--- src/rtl/arm_pkg.sv ---
// Shared opcodes, control encodings, field ranges and FSM states for the ARM sequencer.
// The state set depends on ARM_IRQ_EN: when it is undefined there is no S_IRQ state.
package arm_pkg;

  localparam logic [7:0] IRQ_VEC = 8'hF0;
  localparam logic [5:0] PC_IDX  = 6'h0C;
  localparam logic [5:0] LNK_IDX = 6'd19;

  localparam logic [3:0] OP_NOP  = 4'h0;
  localparam logic [3:0] OP_IN   = 4'h1;
  localparam logic [3:0] OP_LD   = 4'h2;
  localparam logic [3:0] OP_MOV  = 4'h3;
  localparam logic [3:0] OP_ALU  = 4'h4;
  localparam logic [3:0] OP_JMP  = 4'h5;
  localparam logic [3:0] OP_CEE  = 4'h6;
  localparam logic [3:0] OP_PUSH = 4'h7;
  localparam logic [3:0] OP_POP  = 4'h8;
  localparam logic [3:0] OP_CALL = 4'h9;
  localparam logic [3:0] OP_RET  = 4'hA;
  localparam logic [3:0] OP_RETI = 4'hB;
  localparam logic [3:0] OP_EI   = 4'hC;
  localparam logic [3:0] OP_DI   = 4'hD;
  localparam logic [3:0] OP_HALT = 4'hE;
  localparam logic [3:0] OP_ILL  = 4'hF;

  localparam logic [1:0] CPC_HOLD = 2'd0;
  localparam logic [1:0] CPC_INC  = 2'd1;
  localparam logic [1:0] CPC_SKIP = 2'd2;

  localparam logic [1:0] SRC_IN  = 2'd0;
  localparam logic [1:0] SRC_LIT = 2'd1;
  localparam logic [1:0] SRC_MUX = 2'd2;
  localparam logic [1:0] SRC_ALU = 2'd3;

  localparam logic [2:0] MSRC_STK = 3'd6;

  localparam int OP_HI  = 23;
  localparam int OP_LO  = 20;
  localparam int DST_HI = 19;
  localparam int DST_LO = 14;
  localparam int SRC_HI = 13;
  localparam int SRC_LO = 11;
  localparam int FN_HI  = 10;
  localparam int FN_LO  = 8;
  localparam int LIT_HI = 7;
  localparam int LIT_LO = 0;

`ifdef ARM_IRQ_EN
  typedef enum logic [2:0] {
    S_FETCH, S_EXEC, S_EXEC2, S_HLT, S_IRQ
  } state_t;
`else
  typedef enum logic [2:0] {
    S_FETCH, S_EXEC, S_EXEC2, S_HLT
  } state_t;
`endif

  typedef struct packed {
    logic [7:0] lit;
    logic [5:0] addr;
    logic [5:0] calu;
    logic [1:0] cpc;
    logic [1:0] csrc;
    logic [2:0] cmsrc;
    logic       wr_en;
    logic       cal;
    logic       ret;
    logic       push;
    logic       pop;
    logic       irq_ack;
    logic       illegal;
  } ctrl_t;

endpackage

--- src/rtl/arm_opdec.sv ---
// Combinational opcode -> control-vector decode for the EXEC cycle.
// RETI shares RET's datapath controls; set_ie marks the interrupt-enable side effects.
module arm_opdec
  import arm_pkg::*;
(
  input  logic [23:0] instr,
  output ctrl_t       ctl,
  output logic        multi,
  output logic        halt,
  output logic        set_ie,
  output logic        clr_ie
);

  logic [3:0] op;
  logic [5:0] dst;
  logic [2:0] src;
  logic [2:0] fn;
  logic [7:0] lit;

  assign op  = instr[OP_HI:OP_LO];
  assign dst = instr[DST_HI:DST_LO];
  assign src = instr[SRC_HI:SRC_LO];
  assign fn  = instr[FN_HI:FN_LO];
  assign lit = instr[LIT_HI:LIT_LO];

  always_comb begin
    ctl      = '0;
    multi    = 1'b0;
    halt     = 1'b0;
    set_ie   = 1'b0;
    clr_ie   = 1'b0;
    ctl.calu = {3'b000, fn};
    ctl.cpc  = CPC_INC;
    unique case (op)
      OP_NOP: ;
      OP_IN: begin
        ctl.addr  = dst;
        ctl.csrc  = SRC_IN;
        ctl.wr_en = 1'b1;
      end
      OP_LD: begin
        ctl.lit   = lit;
        ctl.addr  = dst;
        ctl.csrc  = SRC_LIT;
        ctl.wr_en = 1'b1;
      end
      OP_MOV: begin
        ctl.addr  = dst;
        ctl.csrc  = SRC_MUX;
        ctl.cmsrc = src;
        ctl.wr_en = 1'b1;
      end
      OP_ALU: begin
        ctl.addr  = dst;
        ctl.csrc  = SRC_ALU;
        ctl.wr_en = 1'b1;
      end
      OP_JMP, OP_CALL: begin
        ctl.lit   = lit;
        ctl.addr  = PC_IDX;
        ctl.csrc  = SRC_LIT;
        ctl.wr_en = 1'b1;
        ctl.cpc   = CPC_HOLD;
        ctl.cal   = (op == OP_CALL);
      end
      OP_CEE: begin
        ctl.lit  = lit;
        ctl.csrc = SRC_ALU;
        ctl.cpc  = CPC_SKIP;
      end
      OP_PUSH: begin
        ctl.push  = 1'b1;
        ctl.csrc  = SRC_MUX;
        ctl.cmsrc = src;
        ctl.cpc   = CPC_HOLD;
        multi     = 1'b1;
      end
      OP_POP: begin
        ctl.pop   = 1'b1;
        ctl.csrc  = SRC_MUX;
        ctl.cmsrc = MSRC_STK;
        ctl.addr  = dst;
        ctl.wr_en = 1'b1;
        ctl.cpc   = CPC_HOLD;
        multi     = 1'b1;
      end
      OP_RET, OP_RETI: begin
        ctl.ret  = 1'b1;
        ctl.addr = LNK_IDX;
        ctl.cpc  = CPC_HOLD;
        set_ie   = (op == OP_RETI);
      end
      OP_EI:   set_ie = 1'b1;
      OP_DI:   clr_ie = 1'b1;
      OP_HALT: halt = 1'b1;
      OP_ILL:  ctl.illegal = 1'b1;
      default: ;
    endcase
  end

endmodule

--- src/rtl/arm_ctrl_seq.sv ---
// Instruction sequencer: FSM, registered control outputs, PUSH/POP and halt sequencing.
// ARM_IRQ_EN adds edge-triggered external interrupt entry with ie/pending state.
module arm_ctrl_seq
  import arm_pkg::*;
(
  input  logic        clk,
  input  logic        rst,
  input  logic [23:0] instr,
  input  logic        eint,
  output logic [7:0]  Literal,
  output logic [5:0]  Addr,
  output logic [5:0]  calu,
  output logic [1:0]  cpc,
  output logic [1:0]  csrc,
  output logic [2:0]  cmsrc,
  output logic        wr_en,
  output logic        cal,
  output logic        ret,
  output logic        push,
  output logic        pop,
  output logic        irq_ack,
  output logic        illegal
);

  state_t state, state_n;
  ctrl_t  dec, out_n, out_q;
  logic   multi, halt, set_ie, clr_ie;

  arm_opdec u_dec (
    .instr  (instr),
    .ctl    (dec),
    .multi  (multi),
    .halt   (halt),
    .set_ie (set_ie),
    .clr_ie (clr_ie)
  );

`ifdef ARM_IRQ_EN
  logic ie, ie_n, pend, pend_n, eint_q;
`endif

  always_comb begin
    state_n = state;
    out_n   = '0;
`ifdef ARM_IRQ_EN
    ie_n    = ie;
    pend_n  = pend;
`endif
    unique case (state)
      S_FETCH: state_n = S_EXEC;
      S_EXEC: begin
        out_n = dec;
        if (multi)     state_n = S_EXEC2;
        else if (halt) state_n = S_HLT;
        else           state_n = S_FETCH;
      end
      S_EXEC2: begin
        out_n.cpc = CPC_INC;
        state_n   = S_FETCH;
      end
      S_HLT: state_n = S_HLT;
`ifdef ARM_IRQ_EN
      S_IRQ: begin
        out_n.lit     = IRQ_VEC;
        out_n.addr    = PC_IDX;
        out_n.csrc    = SRC_LIT;
        out_n.cpc     = CPC_HOLD;
        out_n.wr_en   = 1'b1;
        out_n.cal     = 1'b1;
        out_n.irq_ack = 1'b1;
        state_n       = S_FETCH;
      end
`endif
      default: state_n = S_FETCH;
    endcase
`ifdef ARM_IRQ_EN
    if (state == S_EXEC && set_ie) ie_n = 1'b1;
    if (state == S_EXEC && clr_ie) ie_n = 1'b0;
    // The fetched word is dropped; the datapath links the unmodified PC.
    if ((state == S_FETCH || state == S_HLT) && pend && ie) begin
      state_n = S_IRQ;
      pend_n  = 1'b0;
      ie_n    = 1'b0;
    end
    if (eint && !eint_q) pend_n = 1'b1;
`endif
  end

  always_ff @(posedge clk) begin
    if (!rst) begin
      state <= S_FETCH;
      out_q <= '0;
    end else begin
      state <= state_n;
      out_q <= out_n;
    end
  end

`ifdef ARM_IRQ_EN
  always_ff @(posedge clk) begin
    if (!rst) begin
      ie     <= 1'b0;
      pend   <= 1'b0;
      eint_q <= 1'b0;
    end else begin
      ie     <= ie_n;
      pend   <= pend_n;
      eint_q <= eint;
    end
  end

  assign irq_ack = out_q.irq_ack;
`else
  logic unused_irq;
  assign unused_irq = ^{eint, set_ie, clr_ie, out_q.irq_ack};
  assign irq_ack    = 1'b0;
`endif

  assign Literal = out_q.lit;
  assign Addr    = out_q.addr;
  assign calu    = out_q.calu;
  assign cpc     = out_q.cpc;
  assign csrc    = out_q.csrc;
  assign cmsrc   = out_q.cmsrc;
  assign wr_en   = out_q.wr_en;
  assign cal     = out_q.cal;
  assign ret     = out_q.ret;
  assign push    = out_q.push;
  assign pop     = out_q.pop;
  assign illegal = out_q.illegal;

endmodule

--- config.mk ---
export PLATFORM = sky130hd
export DESIGN_NAME = arm_ctrl_seq
export DESIGN_NICKNAME = d
export VERILOG_FILES = /design/src/rtl/arm_pkg.sv /design/src/rtl/arm_opdec.sv /design/src/rtl/arm_ctrl_seq.sv
export SDC_FILE = /design/constraint.sdc
export NUM_CORES = 1
export LEC_CHECK = 0
export BUFFER_PORTS_ARGS = -buffer_cell sky130_fd_sc_hd__buf_2
export CAP_MARGIN = 20
export CORE_ASPECT_RATIO = 0.9
export CORE_MARGIN = 2
export CORE_UTILIZATION = 30
export DETAILED_ROUTE_END_ITERATION = 6
export PLACE_DENSITY_LB_ADDON = 0.12
export SLEW_MARGIN = 10
export SYNTH_ARGS = -nofsm -noshare
export SYNTH_HDL_FRONTEND = slang
export SYNTH_SLANG_ARGS = --single-unit
--- constraint.sdc ---
create_clock -name clk -period 2.4 [get_ports clk]
set_clock_uncertainty 0.05 [all_clocks]
set_input_delay 0.48 -clock clk [delete_from_list [all_inputs] [get_ports clk]]
set_output_delay 0.48 -clock clk [all_outputs]
set_load 0.02 [all_outputs]
# Word level (Yosys, flattened, before mapping)

Index checks and enable logic that the tools add are counted.

Muxes and demuxes: 15
Equal/unequal tests: 16
Reductions and logical operators: 15

Operator list:

| cell               | number |
|---|---|
| $eq 4x4->1 const B | 6 |
| $pmux 6 s3         | 1 |
| $eq 4x3->1 const B | 4 |
| $reduce_or 2->1    | 5 |
| $pmux 3 s3         | 1 |
| $eq 4x2->1 const B | 2 |
| $pmux 2 s2         | 2 |
| $mux 1             | 7 |
| $reduce_or 7->1    | 1 |
| $eq 3x2->1 const B | 2 |
| $pmux 2 s3         | 1 |
| $pmux 3 s2         | 1 |
| $reduce_and 3->1   | 2 |
| $reduce_or 3->1    | 2 |
| $reduce_or 6->1    | 1 |
| $reduce_or 5->1    | 1 |
| $eq 4x1->1 const B | 1 |
| $reduce_or 4->1    | 1 |
| $eq 3x1->1 const B | 1 |
| $logic_not 3->1    | 1 |
| $mux 3             | 1 |
| $mux 2             | 1 |
| $reduce_and 2->1   | 1 |

Output and inout bits: 34
Flip-flop bits (word level): 36
Word-level logic and storage cells: 60

# Longest topological paths before layout

Gate-level depths: netlist of run 1.

Depth in word-level cells: 5
Mapped depth: 6
Gate-level depth less buffers: 5

# By module

Synthesis of run 1 repeated with hierarchy kept, for this count alone.

Cell total of the unflattened synthesis: 179
Area, all modules: 1631.6 um^2

By module, submodules not included:

| module       | cells each | times used | area an instance (um^2) | seq. area each (um^2) |
|---|---|---|---|---|
| arm_ctrl_seq | 90         | 1          | 1053.5                  | 700.7 |
| arm_opdec    | 89         | 1          | 578.1                   | 0.0 |

# Worst setup path after synthesis of run 1

No wires, ideal clock.

Path type: register to register
From: register state[1]
To: register out_q, in the netlist Addr[0]
Library setup time: 0.130 ns
Slack: 0.993 ns
Path buffers: 1
Required time: 2.220 ns
Stages on the path, launching flop included: 7
Arrival: 1.226 ns
Path through: dfxtp_1 -> inv_1 -> ha_1 -> and2_1 -> buf_2 -> nand3_1 -> o211ai_1

Cells in the longest elaborated chain, start to end: 2

Ends and longest elaborated chain:

| item                       | line               | RTL |
|---|---|---|
| start: declaration         | arm_ctrl_seq.sv:25 | `state_t state, state_n;` |
| start signal: assignment   | arm_ctrl_seq.sv:94 | `state <= state_n;` |
| $eq 3x1->1                 | arm_ctrl_seq.sv:49 | `unique case (state)` |
| $reduce_and 2->1 (no line) | n/a                |  |
| end signal: assignment     | arm_ctrl_seq.sv:95 | `out_q <= out_n;` |
| end: declaration           | arm_ctrl_seq.sv:26 | `ctrl_t dec, out_n, out_q;` |

No other way between the ends.
A chain may end at the register's enable or synchronous reset.

# Final worst setup path of run 1

From: register state[0]
To: register out_q, in the netlist Addr[2]

The elaborated chain is that of the path after synthesis.

==> results of run 1 <==
[cells by family after synthesis]
logic type	count (synthesis)	synth area share (%)
AND/OR/NAND/NOR	50	22.18
flip-flops	32	50.24
AO/OA/AOI/OAI	28	15.11
buffers and inverters	16	6.967
adder cells (fa/ha/maj)	3	2.944
XOR/XNOR	2	1.374
other	1	0.2941
multiplexers	1	0.8832
[layout by cell type, fill, tap and decap left out]
| cell type | count |
|---|---|
| conb_1 | 4 |
| inv_1 | 6 |
| clkbuf_1 | 1 |
| a41oi_1 | 1 |
| o2111ai_1 | 3 |
| clkbuf_8 | 5 |
| xnor2_1 | 2 |
| mux2_2 | 1 |
| dfxtp_1 | 32 |
| and4_1 | 1 |
| nor3_1 | 4 |
| nor3b_1 | 1 |
| o22ai_4 | 1 |
| and3b_1 | 2 |
| o211ai_1 | 5 |
| or3b_4 | 1 |
| o21ai_0 | 5 |
| nand2b_1 | 3 |
| o311a_1 | 1 |
| nand4b_1 | 1 |
| bufinv_16 | 1 |
| a2bb2oi_1 | 1 |
| nor2_1 | 6 |
| nand2_1 | 10 |
| a31oi_1 | 1 |
| nor2b_1 | 4 |
| clkinv_2 | 1 |
| or3_1 | 1 |
| a21oi_1 | 10 |
| and2_1 | 9 |
| ha_1 | 3 |
| nand3b_1 | 1 |
| and3_1 | 4 |
| buf_2 | 55 |
| nand3_1 | 2 |
[layout make-up]
cell class	count	share of cell area, %
clock buffers	6	4.364
clock inverters	2	2.107
inverters	6	1.354
multi-input cells	88	33.48
flip-flops and latches	32	38.53
well taps	48	3.612
repair buffers	55	16.55
[cell usage after synthesis]
cell	instances	area, µm²
nand4b_1	1	8.760
and4_1	1	8.760
nand2b_1	3	18.77
a31oi_1	1	6.260
o2111ai_1	3	26.28
inv_1	6	22.52
and3_1	4	25.02
buf_6	1	11.26
a21oi_1	10	50.05
nand3b_1	1	7.510
nor2b_1	4	25.02
mux2_2	1	11.26
buf_4	4	30.03
conb_1	1	3.750
or3b_4	1	11.26
ha_1	3	37.54
o311a_1	1	10.01
a2bb2oi_1	1	8.760
buf_2	5	25.02
or3_1	1	6.260
nand3_1	2	10.01
o211ai_1	5	37.54
dfxtp_1	32	640.6
nor2_1	6	22.52
and2_1	9	56.30
nand2_1	10	37.54
nor3_1	4	20.02
nor3b_1	1	7.510
and3b_1	2	17.52
o21ai_0	5	25.02
o22ai_4	1	20.02
xnor2_1	2	17.52
a41oi_1	1	8.760
[path summary, 6_finish.rpt]
check                           startpoint         end  depth (start not counted)
worst min-delay path              instr[5]  Literal[5]                          2
worst max-delay path              state[0]     Addr[2]                          4
worst max register to register    state[0]     Addr[2]                          4
worst min register to register    state[0]    state[0]                          1
[stage by stage]
stage	cell area, µm²	utilization, %	instances	hold slack [ps]
3_3_place_gp	1555	38.18	229	441.2
3_5_place_dp	1555	38.18	229	469.7
2_1_floorplan	1286	-	136	420.7
6_report	1663	40.82	237	344.6
4_1_cts	1663	40.82	237	337.8
5_1_grt	1663	40.82	237	335.9
[layer usage]
metal / wire, µm / up-vias
li1: - / 559
met1: 1206 / 509
met2: 1314 / 41
met3: 229 / 8
met4: 65 / 0
met5: 0 / -
[power by group]
| part | total (W) | internal, W | switching, W |
|---|---|---|---|
| logic | 0.000130 | 0.0000490 | 0.0000806 |
| clock network | 0.000496 | 0.000308 | 0.000188 |
| registers | 0.000551 | 0.000545 | 0.00000529 |
| total | 0.00118 | 0.000902 | 0.000274 |
[critical path, delay by kind of cell (launching register included)]
family	cells	cell delay (ps)
and+or+nand+nor	2	670
DFF	1	420
adders and majority gates	1	350
AOI/OAI and AO/OA	1	230
[registers in the layout (all words and copies together) (netlist names), 2 cells and up]
name,flops
Literal,8
Addr,6
calu,3
cmsrc,3
cpc,2
csrc,2
state,2
==> metrics.md, run 1 <==
| Metric | Value |
|---|---|
| DR vias/cell | 4.713 |
| Clock Latency Late Sink | ~280 ps |
| Arr. time, crit path | 1960 ps |
| CP cell instances | ha_1 > and2_1 > o211ai_1 > nor3_1 |
| Via count | around 1,100 |
| Period utilisation layout | 75.18% |
| Starting Density | ~31% |
| Post-CTS Setup Bufs | 0 |
| #FFs+latches synth | 32 |
| WL final | approximately 2.8 mm |
| Row cnt | 22 |
| Register area share after synthesis | 50.25% |
| Core ar. | 0.004074 mm² |
| Met3 Track Usage GR | 6.860% |
| I/O Buffers | 55 |
| Number of diodes | 0 |
| Fmax achieved | 554.2 MHz |
| CP max FO | 13 |
| Clock buffer depth | 2 |
| Slew Viols, Final | 0 |
| Synthesis-to-finish area growth | 30.42% |
| Pwr Density | 707.2 mW/mm² |
| CTS tree | done |
| Total GRT Usage | 12.59% |
| CTS clk-pin slew, worst paths | 70 ps |
| Worst slack, placed | 590.0 ps |
| RD Place Congestion | 0.7446 |
| Syn avg cell area | 9.586 µm² |
| FILL cells | around 430 |
| Crit end category | flop |
| CTS HTree Levels | 2 |
| Final setup vio count | 0 |
| Remaining routing DRC violations | 0 |
| Die ar. | ~0.0048 mm² |
| Setup_tns | 0 ps |
| Yosys warnings | 0 |
| Io pins | 61 |
| Final ANT Viol Nets | 0 |
| Chip Height | 65.85 µm |
| Number of global-route vias before repair | 1,065 |
| CP required | 2550 ps |
| Synth cell types | 33 |
| Syn Inst Count | 133 |
| Chip width | 72.72 µm |
| Hold Vio Cnt, Final | 0 |
| Status | completed |
| Crit start category | flop |
| Wire per inst | about 12 µm |
| # Max-Cap Violations | 0 |
| Final worst slack | between 500 and 600 ps |
| Final Critical Period | 1804 ps |
| Max rail drop VDD | 0.0001787 V |
| GRT busiest layer | met2 |
| Sequential cell area | 640.6 µm² |
| Detailed placement HPWL | ~2.1 mm |
| Initial antenna violation count | 0 |
| Critical path's slowest cell | and2_1 |
| Crit Path Class | reg2reg |
| Worst Hold Class | in2reg |
| Drt initial violations | 19 |
| PostCTS Resize Cnt | 0 |
| Multi-input gate area | 556.8 µm² |
| Setup slack, reg-to-reg | 600 ps |
| Post-synthesis cell area | 0.001275 mm² |
| Grt ovf | 0 |
| Clock sinks | 32 |
| Largest net degree at the start of global routing | 19 |
| Tot Pwr | ~0.0012 W |
| # hold bufs at CTS | 0 |
| Fin nets | between 200 and 250 |
| Crit-path max cell delay | 440 ps |
| First-pass GRT wire length | 4.471 mm |
| Met2 usage | roughly a fifth |
| First-pass detailed-route iteration total | 4 |
| Pleak | 0.8013 nW |
| RSZ-0062 raised after global routing | no |
| CTS buffer count | 5 |
| CTS root buf | clkbuf_8 |
| Layout cells sized above 1 | 34.39% |
| GRT met1 Usage | 13.15% |
(Power assumes the default switching activity.)
==> run 2, diff against run 1 <==
Clock period 2.4 ns to 1.6 ns, I/O delays scaled along.
==> metrics.md, run 2 (synthesized netlist as in run 1, its figures left out) <==
| Metric | Value |
|---|---|
| Status | completed |
| Post-CTS Setup Bufs | 0 (unchanged) |
| Hold Vio Cnt, Final | 0 (unchanged) |
| Final ANT Viol Nets | 0 (unchanged) |
| Final Critical Period | 1431 ps (-373.5 ps) |
| Chip width | 72.72 µm (unchanged) |
| Detailed placement HPWL | 2.184 mm (+4.9%) |
| Grt ovf | 0 (unchanged) |
| Remaining routing DRC violations | 0 (unchanged) |
| Layout cells sized above 1 | 37.76% (+3.4 points) |
| Crit end category | flop |
| Crit-path max cell delay | 420 ps (-20 ps) |
| Worst Hold Class | in2reg |
| DR vias/cell | 4.586 (-2.7%) |
| CTS tree | done |
| FILL cells | 425 (-1.4%) |
| I/O Buffers | 55 (unchanged) |
| RD Place Congestion | 0.7799 (+4.7%) |
| WL final | 2.772 mm (-1.5%) |
| Setup slack, reg-to-reg | 170 ps (-430 ps) |
| Total GRT Usage | 12.14% (-0.45 points) |
| # hold bufs at CTS | 0 (unchanged) |
| Drt initial violations | 34 (+15) |
| GRT met1 Usage | 13.99% (+0.85 points) |
| Row cnt | 22 (unchanged) |
| Chip Height | 65.85 µm (unchanged) |
| Max FFs per register | 8 (unchanged) |
| First-pass GRT wire length | 4.457 mm (-0.31%) |
| Fmax achieved | 698.9 MHz (+26%) |
| Clock Latency Late Sink | 280 ps (about the same) |
| Die ar. | 0.004788 mm² (unchanged) |
| Crit start category | flop |
| Io pins | 61 (unchanged) |
| Period utilisation layout | 89.43% (+14 points) |
| Fin nets | 225 (+3.2%) |
| Pleak | 0.8452 nW (+5.5%) |
| Core ar. | 0.004074 mm² (unchanged) |
| Met2 usage | 20.45% (+0.11 points) |
| GRT busiest layer | met2 |
| Wire per inst | 11.36 µm (-4.4%) |
| Synthesis-to-finish area growth | 36.11% |
| RSZ-0062 raised after global routing | no |
| Arr. time, crit path | 1550 ps (-410 ps) |
| CP required | 1720 ps (-830 ps) |
| CTS clk-pin slew, worst paths | 70 ps (about the same) |
| CTS buffer count | 5 (unchanged) |
| CTS HTree Levels | 2 (unchanged) |
| CTS root buf | clkbuf_8 |
| Slew Viols, Final | 0 (unchanged) |
| Commonest non-fill, non-tap cell in the layout | buf_2 |
| Number of diodes | 0 (unchanged) |
| Final setup vio count | 0 (unchanged) |
| Most frequent cells in the layout | buf_2 (55), dfxtp_1 (32), nand2_1 (10), a21oi_1 (10), and2_1 (8) |
| Clock sinks | 32 (unchanged) |
| CP cell instances | inv_1 > ha_1 > buf_4 > nand4b_1 > o22ai_4 > and2_1 |
| Starting Density | 31.30% (unchanged) |
| Pwr Density | 1069 mW/mm² (+51%) |
| Number of global-route vias before repair | 1,044 (-2.0%) |
| Initial antenna violation count | 0 (unchanged) |
| Largest net degree at the start of global routing | 15 (-4) |
| First-pass detailed-route iteration total | 4 (unchanged) |
| Tot Pwr | 0.001855 W (+58%) |
| Via count | 1,119 (+0.18%) |
| Crit Path Class | reg2reg |
| Met3 Track Usage GR | 4.268% (-2.6 points) |
| CP max FO | 8 (-5) |
| Max rail drop VDD | 0.0004311 V (+140%) |
| Clock buffer depth | 2 (unchanged) |
| Setup_tns | 0 ps (unchanged) |
| Critical path's slowest cell | dfxtp_1 |
| # Max-Cap Violations | 0 (unchanged) |
==> run 2: changes by cell type in the layout (fill, tap and decap cells not counted), sizes merged <==
cell,previous run,this run
buf,55,62
clkbuf,6,7
clkinv,1,0
==> run 2: final timing paths <==
check                               from         end  cells after the start
worst max-delay path            state[1]  Literal[4]                      6
worst min register to register  state[0]    state[0]                      1
worst max register to register  state[1]  Literal[4]                      6
worst min-delay path            instr[1]  Literal[1]                      2
==> run 2: critical path: cells and delay by family (launching register included) <==
| kind | cells | cell delay (ps) |
|---|---|---|
| flip-flops | 1 | 420 |
| AND/OR/NAND/NOR | 2 | 320 |
| buffers and inverters | 2 | 240 |
| adder cells (fa/ha/maj) | 1 | 190 |
| AO/OA/AOI/OAI | 1 | 110 |
==> run 2: repair_timing <==
action                     in CTS  in global routing
setup endpoints to repair       0                  4
hold endpoints to repair        0                  0
gates resized for setup         0                  1
==> run 2: per-layer routing <==
metal  part of all wire [%]  vias to the layer above
li1                       -                      575
met1                     44                      504
met2                     48                       34
met3                    6.6                        6
met4                    1.4                        0
met5                      0                        -
==> run 2: through the flow <==
stage / area (µm²) / cells / hold WS, ps / setup WS [ps] / util [%]
final: 1735 / 244 / 186.8 / 169.1 / 42.60
after global routing: 1735 / 244 / 184.0 / 3.633 / 42.60
after CTS: 1734 / 244 / 178.9 / 54.60 / 42.57
after detailed placement: 1608 / 236 / 474.7 / 69.16 / 39.47
after global placement: 1608 / 236 / 442.4 / 135.7 / 39.47
after floorplan: 1286 / 136 / 386.1 / 193.5 / -
==> run 2: cell type report <==
type	instances	area (µm²)	share of cell area, %
Clock buffer	7	96.34	5.552
Clock inverter	1	30.03	1.730
Inverter	6	22.52	1.298
Multi-Input combinational cell	88	558.0	32.16
Sequential cell	32	640.6	36.91
Tap cell	48	60.06	3.461
Timing Repair Buffer	62	327.8	18.89
==> run 2: power by group <==
part           leakage (nW)  switching [W]  internal (W)
clock network        0.0645       0.000270      0.000549
logic                 0.521       0.000123     0.0000862
registers             0.259     0.00000781      0.000818
